$ cat config.mk
export PLATFORM = sky130hd
export DESIGN_NAME = addr_capture_fifo_flat
export DESIGN_NICKNAME = d
export VERILOG_FILES = /design/src/rtl/addr_capture_fifo_if.sv /design/src/rtl/addr_capture_fifo.sv /design/src/flat_wrapper.sv
export SDC_FILE = /design/constraint.sdc
export NUM_CORES = 1
export LEC_CHECK = 0
export ABC_AREA = 1
export CAP_MARGIN = 20
export CELL_PAD_IN_SITES_DETAIL_PLACEMENT = 0
export CELL_PAD_IN_SITES_GLOBAL_PLACEMENT = 2
export CORE_ASPECT_RATIO = 0.9
export CORE_MARGIN = 2
export CORE_UTILIZATION = 39
export CTS_CLUSTER_SIZE = 14
export DETAILED_ROUTE_END_ITERATION = 16
export GPL_ROUTABILITY_DRIVEN = 0
export PLACE_DENSITY_LB_ADDON = 0.1
export SYNTH_ARGS = -nofsm -noshare
export SYNTH_HDL_FRONTEND = slang
export SYNTH_SLANG_ARGS = --single-unit
export TNS_END_PERCENT = 100
$ cat constraint.sdc
create_clock -name clk -period 5 [get_ports clk]
set_clock_uncertainty 0.05 [all_clocks]
set_input_delay 1.5 -clock clk [delete_from_list [all_inputs] [get_ports clk]]
set_output_delay 1.5 -clock clk [all_outputs]
set_load 0.1 [all_outputs]
$ cat src/rtl/addr_capture_fifo_if.sv
// Capture-side and drain-side signals of addr_capture_fifo, grouped so the
// producer/consumer harness and the buffer share one bundle.
interface addr_capture_fifo_if #(
  parameter int WIDTH = 8,
  parameter int DEPTH = 10
);
  localparam int CNT_W = $clog2(DEPTH + 1);

  logic             clear;
  logic             en;
  logic [WIDTH-1:0] data;
  logic             in_ready;
  logic             out_valid;
  logic             out_ready;
  logic [WIDTH-1:0] out_data;
  logic [31:0]      addr;
  logic [CNT_W-1:0] count;
  logic             overflow;

  modport master (
    output clear, en, data, out_ready,
    input  in_ready, out_valid, out_data, addr, count, overflow
  );

  modport slave (
    input  clear, en, data, out_ready,
    output in_ready, out_valid, out_data, addr, count, overflow
  );
endinterface

$ cat src/rtl/addr_capture_fifo.sv
// Capture buffer: tags each accepted word with a generated address (linear,
// wrapping or fixed) and queues {word, tag} in a DEPTH-entry FIFO.
module addr_capture_fifo #(
  parameter int          WIDTH     = 8,
  parameter int          DEPTH     = 10,
  parameter int          MODE      = 0,
  parameter logic [31:0] BASE_ADDR = 32'h0000_0000,
  parameter logic [31:0] STRIDE    = 32'd1,
  parameter int          WRAP_LEN  = 16
) (
  input logic               clk,
  input logic               rst,
  addr_capture_fifo_if.slave bus
);
  localparam int CNT_W    = $clog2(DEPTH + 1);
  localparam int PTR_W    = $clog2(DEPTH);
  localparam int IDX_W    = (WRAP_LEN > 1) ? $clog2(WRAP_LEN) : 1;
  localparam int EFF_MODE = (MODE == 1 || MODE == 2) ? MODE : 0;

  localparam logic [CNT_W-1:0] FULL_CNT = CNT_W'(DEPTH);
  localparam logic [PTR_W-1:0] LAST_PTR = PTR_W'(DEPTH - 1);
  localparam logic [IDX_W-1:0] LAST_IDX = IDX_W'(WRAP_LEN - 1);

  logic [WIDTH-1:0] data_mem_q [DEPTH];
  logic [31:0]      addr_mem_q [DEPTH];

  logic [PTR_W-1:0] wr_ptr_q, wr_ptr_d;
  logic [PTR_W-1:0] rd_ptr_q, rd_ptr_d;
  logic [CNT_W-1:0] count_q, count_d;
  logic             overflow_q, overflow_d;
  logic [31:0]      gen_addr_q, gen_addr_d;
  logic [IDX_W-1:0] wrap_idx_q, wrap_idx_d;

  logic        full, empty;
  logic        push, pop, drop;
  logic [31:0] tag;

  // clear outranks everything: an en during a clear is neither stored nor a drop
  always_comb begin
    full  = (count_q == FULL_CNT);
    empty = (count_q == '0);
    push  = bus.en && !full && !bus.clear;
    drop  = bus.en && full && !bus.clear;
    pop   = !empty && bus.out_ready && !bus.clear;
  end

  always_comb begin
    tag = gen_addr_q;
    if (EFF_MODE == 2) begin
      tag = BASE_ADDR;
    end
  end

  // Wrap mode keeps a running address and reloads BASE_ADDR at the window end,
  // which equals BASE_ADDR + idx*STRIDE without a multiplier.
  always_comb begin
    gen_addr_d = gen_addr_q;
    wrap_idx_d = wrap_idx_q;
    if (bus.clear) begin
      gen_addr_d = BASE_ADDR;
      wrap_idx_d = '0;
    end else if (push) begin
      case (EFF_MODE)
        1: begin
          if (wrap_idx_q == LAST_IDX) begin
            gen_addr_d = BASE_ADDR;
            wrap_idx_d = '0;
          end else begin
            gen_addr_d = gen_addr_q + STRIDE;
            wrap_idx_d = wrap_idx_q + IDX_W'(1);
          end
        end
        2: begin
          gen_addr_d = BASE_ADDR;
        end
        default: begin
          gen_addr_d = gen_addr_q + STRIDE;
        end
      endcase
    end
  end

  always_comb begin
    wr_ptr_d   = wr_ptr_q;
    rd_ptr_d   = rd_ptr_q;
    count_d    = count_q;
    overflow_d = overflow_q | drop;
    if (bus.clear) begin
      wr_ptr_d   = '0;
      rd_ptr_d   = '0;
      count_d    = '0;
      overflow_d = 1'b0;
    end else begin
      if (push) begin
        wr_ptr_d = (wr_ptr_q == LAST_PTR) ? '0 : wr_ptr_q + PTR_W'(1);
      end
      if (pop) begin
        rd_ptr_d = (rd_ptr_q == LAST_PTR) ? '0 : rd_ptr_q + PTR_W'(1);
      end
      case ({push, pop})
        2'b10:   count_d = count_q + CNT_W'(1);
        2'b01:   count_d = count_q - CNT_W'(1);
        default: count_d = count_q;
      endcase
    end
  end

  always_ff @(posedge clk or posedge rst) begin
    if (rst) begin
      wr_ptr_q   <= '0;
      rd_ptr_q   <= '0;
      count_q    <= '0;
      overflow_q <= 1'b0;
      gen_addr_q <= BASE_ADDR;
      wrap_idx_q <= '0;
    end else begin
      wr_ptr_q   <= wr_ptr_d;
      rd_ptr_q   <= rd_ptr_d;
      count_q    <= count_d;
      overflow_q <= overflow_d;
      gen_addr_q <= gen_addr_d;
      wrap_idx_q <= wrap_idx_d;
    end
  end

  // Storage needs no reset; the empty-gated outputs hide stale entries.
  always_ff @(posedge clk) begin
    if (push) begin
      data_mem_q[wr_ptr_q] <= bus.data;
      addr_mem_q[wr_ptr_q] <= tag;
    end
  end

  assign bus.in_ready  = !full;
  assign bus.out_valid = !empty;
  assign bus.out_data  = empty ? '0 : data_mem_q[rd_ptr_q];
  assign bus.addr      = empty ? '0 : addr_mem_q[rd_ptr_q];
  assign bus.count     = count_q;
  assign bus.overflow  = overflow_q;
endmodule

$ cat src/flat_wrapper.sv
// flat-port wrapper written by rule: the top's interface ports become plain ports
module addr_capture_fifo_flat 
#(
  parameter int          WIDTH     = 8,
  parameter int          DEPTH     = 10,
  parameter int          MODE      = 0,
  parameter logic [31:0] BASE_ADDR = 32'h0000_0000,
  parameter logic [31:0] STRIDE    = 32'd1,
  parameter int          WRAP_LEN  = 16
)
  (clk, rst, bus_clear, bus_en, bus_data, bus_out_ready, bus_in_ready, bus_out_valid, bus_out_data, bus_addr, bus_count, bus_overflow);
  addr_capture_fifo_if #(.WIDTH(WIDTH), .DEPTH(DEPTH)) bus_i ();
  input logic clk;
  input logic rst;
  input wire logic [$bits(bus_i.clear)-1:0] bus_clear;
  input wire logic [$bits(bus_i.en)-1:0] bus_en;
  input wire logic [$bits(bus_i.data)-1:0] bus_data;
  input wire logic [$bits(bus_i.out_ready)-1:0] bus_out_ready;
  output wire logic [$bits(bus_i.in_ready)-1:0] bus_in_ready;
  output wire logic [$bits(bus_i.out_valid)-1:0] bus_out_valid;
  output wire logic [$bits(bus_i.out_data)-1:0] bus_out_data;
  output wire logic [$bits(bus_i.addr)-1:0] bus_addr;
  output wire logic [$bits(bus_i.count)-1:0] bus_count;
  output wire logic [$bits(bus_i.overflow)-1:0] bus_overflow;
  assign bus_i.clear = bus_clear;
  assign bus_i.en = bus_en;
  assign bus_i.data = bus_data;
  assign bus_i.out_ready = bus_out_ready;
  assign bus_in_ready = bus_i.in_ready;
  assign bus_out_valid = bus_i.out_valid;
  assign bus_out_data = bus_i.out_data;
  assign bus_addr = bus_i.addr;
  assign bus_count = bus_i.count;
  assign bus_overflow = bus_i.overflow;
  addr_capture_fifo #(.WIDTH(WIDTH), .DEPTH(DEPTH), .MODE(MODE), .BASE_ADDR(BASE_ADDR), .STRIDE(STRIDE), .WRAP_LEN(WRAP_LEN)) u_core (.clk(clk), .rst(rst), .bus(bus_i));
endmodule
---- Word-level counts from Yosys, hierarchy flattened ----
Memories as Yosys holds them, arrays and structs flattened.
Index checks and enable logic that the tools add are counted.
operators by class
  multipliers ............................. 0
  multiplexer cells ....................... 15
  divide/modulo/power cells ............... 0
  eq/ne operators ......................... 5
  add/sub/neg operators ................... 5
  shift-type cells ........................ 0
  bitwise gates (word level) .............. 1
  reduce and logical (&&, ||, !) cells .... 13
  magnitude comparators ................... 0
operators with widths
  operator                                                            number
  32-bit 2-to-1 mux                                                   3
  32-bit by 1-bit adder with 32-bit output, second input constant     1
  4-bit 2-to-1 mux                                                    7
  4-bit by 1-bit adder with 4-bit output, second input constant       3
  4-bit == test, second input constant                                3
  8-bit 2-to-1 mux                                                    1
  4-bit case mux with 2 select lines                                  1
  1-bit logical AND                                                   6
  4-bit logical NOT                                                   1
  2-bit nonzero test                                                  2
  4-bit by 1-bit subtractor with 4-bit output, second input constant  1
  1-bit logical NOT                                                   3
  1-bit 2-to-1 mux                                                    3
  3-bit nonzero test                                                  1
  2-bit by 1-bit == test with 1-bit output, second input constant     1
  2-bit == test, second input constant                                1
  1-bit OR                                                            1
storage, ports and cells
  memories ................................ 2
  latch bits .............................. 0
  register bits ........................... 45
  logic and storage cells ................. 46
  bits in writable memories ............... 400
  bits in read-only memories .............. 0
  input bits .............................. 13
  output and inout port bits .............. 47
memories
  memory             words  width  read ports  clocked after Yosys merged registers in  write ports  RTL line                 text
  u_core.addr_mem_q  10     32     1           0                                        1            addr_capture_fifo.sv:25  logic [31:0] addr_mem_q [DEPTH];
  u_core.data_mem_q  10     8      1           0                                        1            addr_capture_fifo.sv:24  logic [WIDTH-1:0] data_mem_q [DEPTH];

---- Longest topological paths before layout ----
  depth in word-level cells ............... 7
  mapped depth ............................ 13

---- Worst setup path before layout ----
Ideal clock, no wire load.
  kind .................................... reg2reg
  start point ............................. register u_core.count_q[0], in the netlist u_core.bus.count[0]
  end point ............................... memory u_core.addr_mem_q[8][0] (enable)
  path buffers ............................ 0
  setup time .............................. 0.537 ns
  arrival time ............................ 5.864 ns
  slack ................................... -1.452 ns
  stages on the path, launching flop included .. 7
  cells stage by stage .................... dfrtp_1 > nor2_2 > nand2_2 > nand2_4 > nor2_4 > inv_1 > nor4_1
on the way
  longest elaborated chain between the ends .. 6
RTL lines
  item                                    RTL line                  text
  from (decl)                             addr_capture_fifo.sv:29   logic [CNT_W-1:0] count_q, count_d;
  from (signal assigned)                  addr_capture_fifo.sv:119  count_q <= count_d;
  4-bit == test                           addr_capture_fifo.sv:40   full = (count_q == FULL_CNT);
  1-bit logical NOT                       --
  net bus_in_ready                        flat_wrapper.sv:19        output wire logic [$bits(bus_i.in_ready)-1:0] bus_in_ready;
  1-bit logical AND (2 in series)         addr_capture_fifo.sv:42   push = bus.en && !full && !bus.clear;
  1-bit 2-to-1 mux                        addr_capture_fifo.sv:128  if (push) begin
  1-bit 2-to-1 mux (implied by the code)  addr_capture_fifo.sv:130  addr_mem_q[wr_ptr_q] <= tag;
  to (decl)                               addr_capture_fifo.sv:25
The timed path passes the listed nets, and every way through them passes these cells.

---- Worst setup path after layout ----
  start point ............................. register u_core.rd_ptr_q[0]
  end point ............................... output bus_addr[27]
on the way
  longest elaborated chain between the ends .. 2
RTL lines
  item                     RTL line                  text
  from (decl)              addr_capture_fifo.sv:28   logic [PTR_W-1:0] rd_ptr_q, rd_ptr_d;
  from (signal assigned)   addr_capture_fifo.sv:118  rd_ptr_q <= rd_ptr_d;
  memory read 10 x 32 bit  --
  32-bit 2-to-1 mux        addr_capture_fifo.sv:137  assign bus.addr = empty ? '0 : addr_mem_q[rd_ptr_q];
  to (decl)                flat_wrapper.sv:22        output wire logic [$bits(bus_i.addr)-1:0] bus_addr;
No other way between the ends.

==> impl_results.md <==
- CP Capture Type: primary output
- GR peak layer: met2
- Core Area: 0.04764 mm2
- H-tree depth: 2
- Final net count: between 1,500 and 2,000
- Post-route setup TNS: 0 ns
- CTS tree: done
- Sink Count: 445
- Worst flop-to-flop path endpoint: u_core.data_mem_q[1][5]$_DFFE_PP_
- Cell Chain, Critical Path: buf_4 > mux2i_1 > o21ai_0 > o21ai_1 > a21oi_1 > buf_12
- Die Height: ~210 um
- DP HPWL: 27.24 mm
- Clock network fraction of total power: 26.7%
- Initial antenna violation count: 0
- Sw Share: 39.31%
- CP startpoint kind: register
- Psw: approximately 5 mW
- GR Util met2: between 30% and 40%
- Critical Path RT: approximately 3.5 ns
- Initial DRC count: 762
- Async S/R FF share, synth: 10.11%
- RSZ-0062 raised after global routing: false
- Finished Layout Cells: 2,250
- Wire per inst: 20.77 um
- Worst-path clk slew: 0.06 ns
- WHS Endpoint: u_core.bus.overflow$_DFF_PP0_
- R2R Path Start: u_core.bus.count[1]$_DFFE_PP0P_
- Distinct cell type count after synthesis: 41
- DRT Pass-1 Iters: 5
- Largest net degree at the start of global routing: 71
- Antenna Cells: 0
- Row cnt: 76
- Global-route wire length before repair: 71.01 mm
- Synth Area per Inst: 12.33 um2
- Clock buffer count from CTS: 49
- Met3 GRT Util: 2.610%
- Die area: 0.04987 mm2
- DP Cell Count: 2,159
- Worst hold stages: 1
- Max VDD drop: 0.3849 mV
- Hold wc startpoint: u_core.bus.overflow$_DFF_PP0_
- Yosys warnings: 0
- Top FF cell, synth: edfxtp_1
- Status: complete, no violations
- Tot GR Track Use: 18.96%
- Int Pwr: ~7.5 mW
- Hold buffer count at cts: 0
- Post-synthesis sequential area ratio: 70.04%
- Synth Cell Area: 0.01876 mm2
- Post-CTS resize count: 0
- Sequential cell fraction of total power: 34.0%
- Crit path DAT: 3.03 ns
- Post-synth EDFFs: 400
- Routed wire length: 46.72 mm
- Post-Syn Instances: about 1,500
- Die W: 235.2 um
- GRT overflow: 0
- Pwr Density: 561.8 mW/mm2
- Io pins: 60
- DR DRC count: 0
- Period utilization: 91.55%
- Synthesized Nets: 1,539
- Critical path type: reg -> out
- Seq cells post-synth: around 450
- Pre-CTS setup slack: 0.9464 ns
- CP peak stage delay: just under 1 ns
- Clock Path Buffers: 3
- Reg2Reg Depth: 8
- Via count: between 10,000 and 15,000
- Number of global-route vias before repair: 11,390
- Grt met1 use: 27.27%
- Hold slack: ~0.45 ns
- Min Tclk post-route: 4.578 ns
- Post-CTS Setup Bufs: 0
- Most frequent cells in the layout: edfxtp_1 (400), o21ai_0 (200), inv_1 (174)
- Setup-failing EPs final: 0
- Max-slew violations: 0
- Logic gate share of total power: 39.3%
- Fill cell count: 4,319
- Slowest library cell on the worst path: dfrtp_4
- Fmax: 0.2185 GHz
- Buffers added on ports: 59
- Later-pin clock latency in the skew report: 0.57 ns
- Tightest Pin Transition: 0.9684 ns
- Slew headroom: 35.24%
- Hold Violations, Final: 0
- Commonest non-fill, non-tap cell in the layout: edfxtp_1
- Final ANT Viol Nets: 0
- Max FO, Critical Path: 70
- DR vias/cell: 5.128
- Layout cells sized above 1: 11.50%
- Max-cap violation count: 0
- Initial Utilization: 39.37%
- Worst Hold Class: reg -> reg
- Layout area overhead: 17.49%
- Root buffer cell: clkbuf_16
- Lkg Pwr: 7.941 nW
- Tot Pwr: approximately 12 mW
- R2R setup slack: ~2.4 ns
- Final WS setup: 0.4224 ns
==> through the flow <==
step | area, um2 | util, %
2_1_floorplan | 18800 | -
3_3_place_gp | 20560 | 43.15
3_5_place_dp | 20560 | 43.15
4_1_cts | 22020 | 46.22
5_1_grt | 22040 | 46.26
6_report | 22040 | 46.26
==> routing by layer <==
metal  part of all wire, %  wire [um]
met5                     0          0
met4                   1.7        780
met3                   3.4       1571
met2                    46      21550
met1                    49      22820
==> sequential cells by signal, summed over array words and instances, names as in the netlist <==
register / cells
u_core.rd_ptr_q: 4
u_core.addr_mem_q: 320
u_core.data_mem_q: 80
u_core.bus.count: 4
u_core.wr_ptr_q: 4
u_core.bus.overflow: 1
u_core.gen_addr_q: 32
==> kinds of logic after synthesis <==
logic type,count (synthesis),share of synthesized area (%)
AND/OR/NAND/NOR,274,6.531
buffers and inverters,260,5.864
AO/OA/AOI/OAI,453,12.77
XOR/XNOR,3,0.1401
multiplexers,81,4.323
adder cells (fa/ha/maj),5,0.3335
flip-flops,445,70.04
==> worst max path at each step <==
stage / startpoint / end / slack, ns
after CTS: u_core.rd_ptr_q[0]$_DFFE_PP0P_ / bus_addr[28] / 0.37
after global routing: u_core.rd_ptr_q[0]$_DFFE_PP0P_ / bus_addr[13] / 0.18
after global placement: u_core.rd_ptr_q[0]$_DFFE_PP0P_ / bus_out_data[1] / 1.01
after floorplan: u_core.bus.count[0]$_DFFE_PP0P_ / bus_addr[29] / 0.1
final: u_core.rd_ptr_q[0]$_DFFE_PP0P_ / bus_addr[27] / 0.42
after detailed placement: bus_en / u_core.data_mem_q[1][5]$_DFFE_PP_ / 0.95
==> power by group through the flow <==
stage	logic [mW]	registers, mW	clock network, mW
finish	4.86	4.20	3.31
global route	5.12	4.22	3.54
CTS	4.92	4.21	3.41
detailed placement	4.92	4.29	0
global placement	4.91	4.28	0
floorplan	3.26	4.29	0
==> cells in the mapped netlist, types with 12 or more instances <==
cell        n  share of area [%]
mux2i_1    81                4.3
nor2_1     55                1.1
buf_1      13               0.26
o211ai_1   40                1.6
nand2_1   142                2.8
clkbuf_1   39               0.78
edfxtp_1  400                 64
inv_1     175                3.5
o21ai_1    30               0.80
o21ai_0   200                5.3
a21oi_1   171                4.6
nor3_1     16               0.43
nand3_1    28               0.75
nand4_1    14               0.47
dfrtp_1    45                6.0
buf_6      13               0.78
buf_2      12               0.32
==> worst max-delay path: cells and delay by family, from the launching register on <==
family / cells / cell delay, ns
mux: 1 / 0.12
buf+inv: 2 / 0.69
flops: 1 / 0.98
compound gates: 3 / 0.59
==> area by class of cell <==
type	count	area, um2	area share (%)
well taps	624	780.7	3.543
multi-input cells	816	4639	21.05
clock buffers	65	1306	5.927
repair buffers	95	1334	6.052
inverters	180	676.9	3.072
flip-flops and latches	445	13150	59.65
clock inverters	25	153.9	0.6983
No activity file was read; power rests on OpenSTA's default activity.
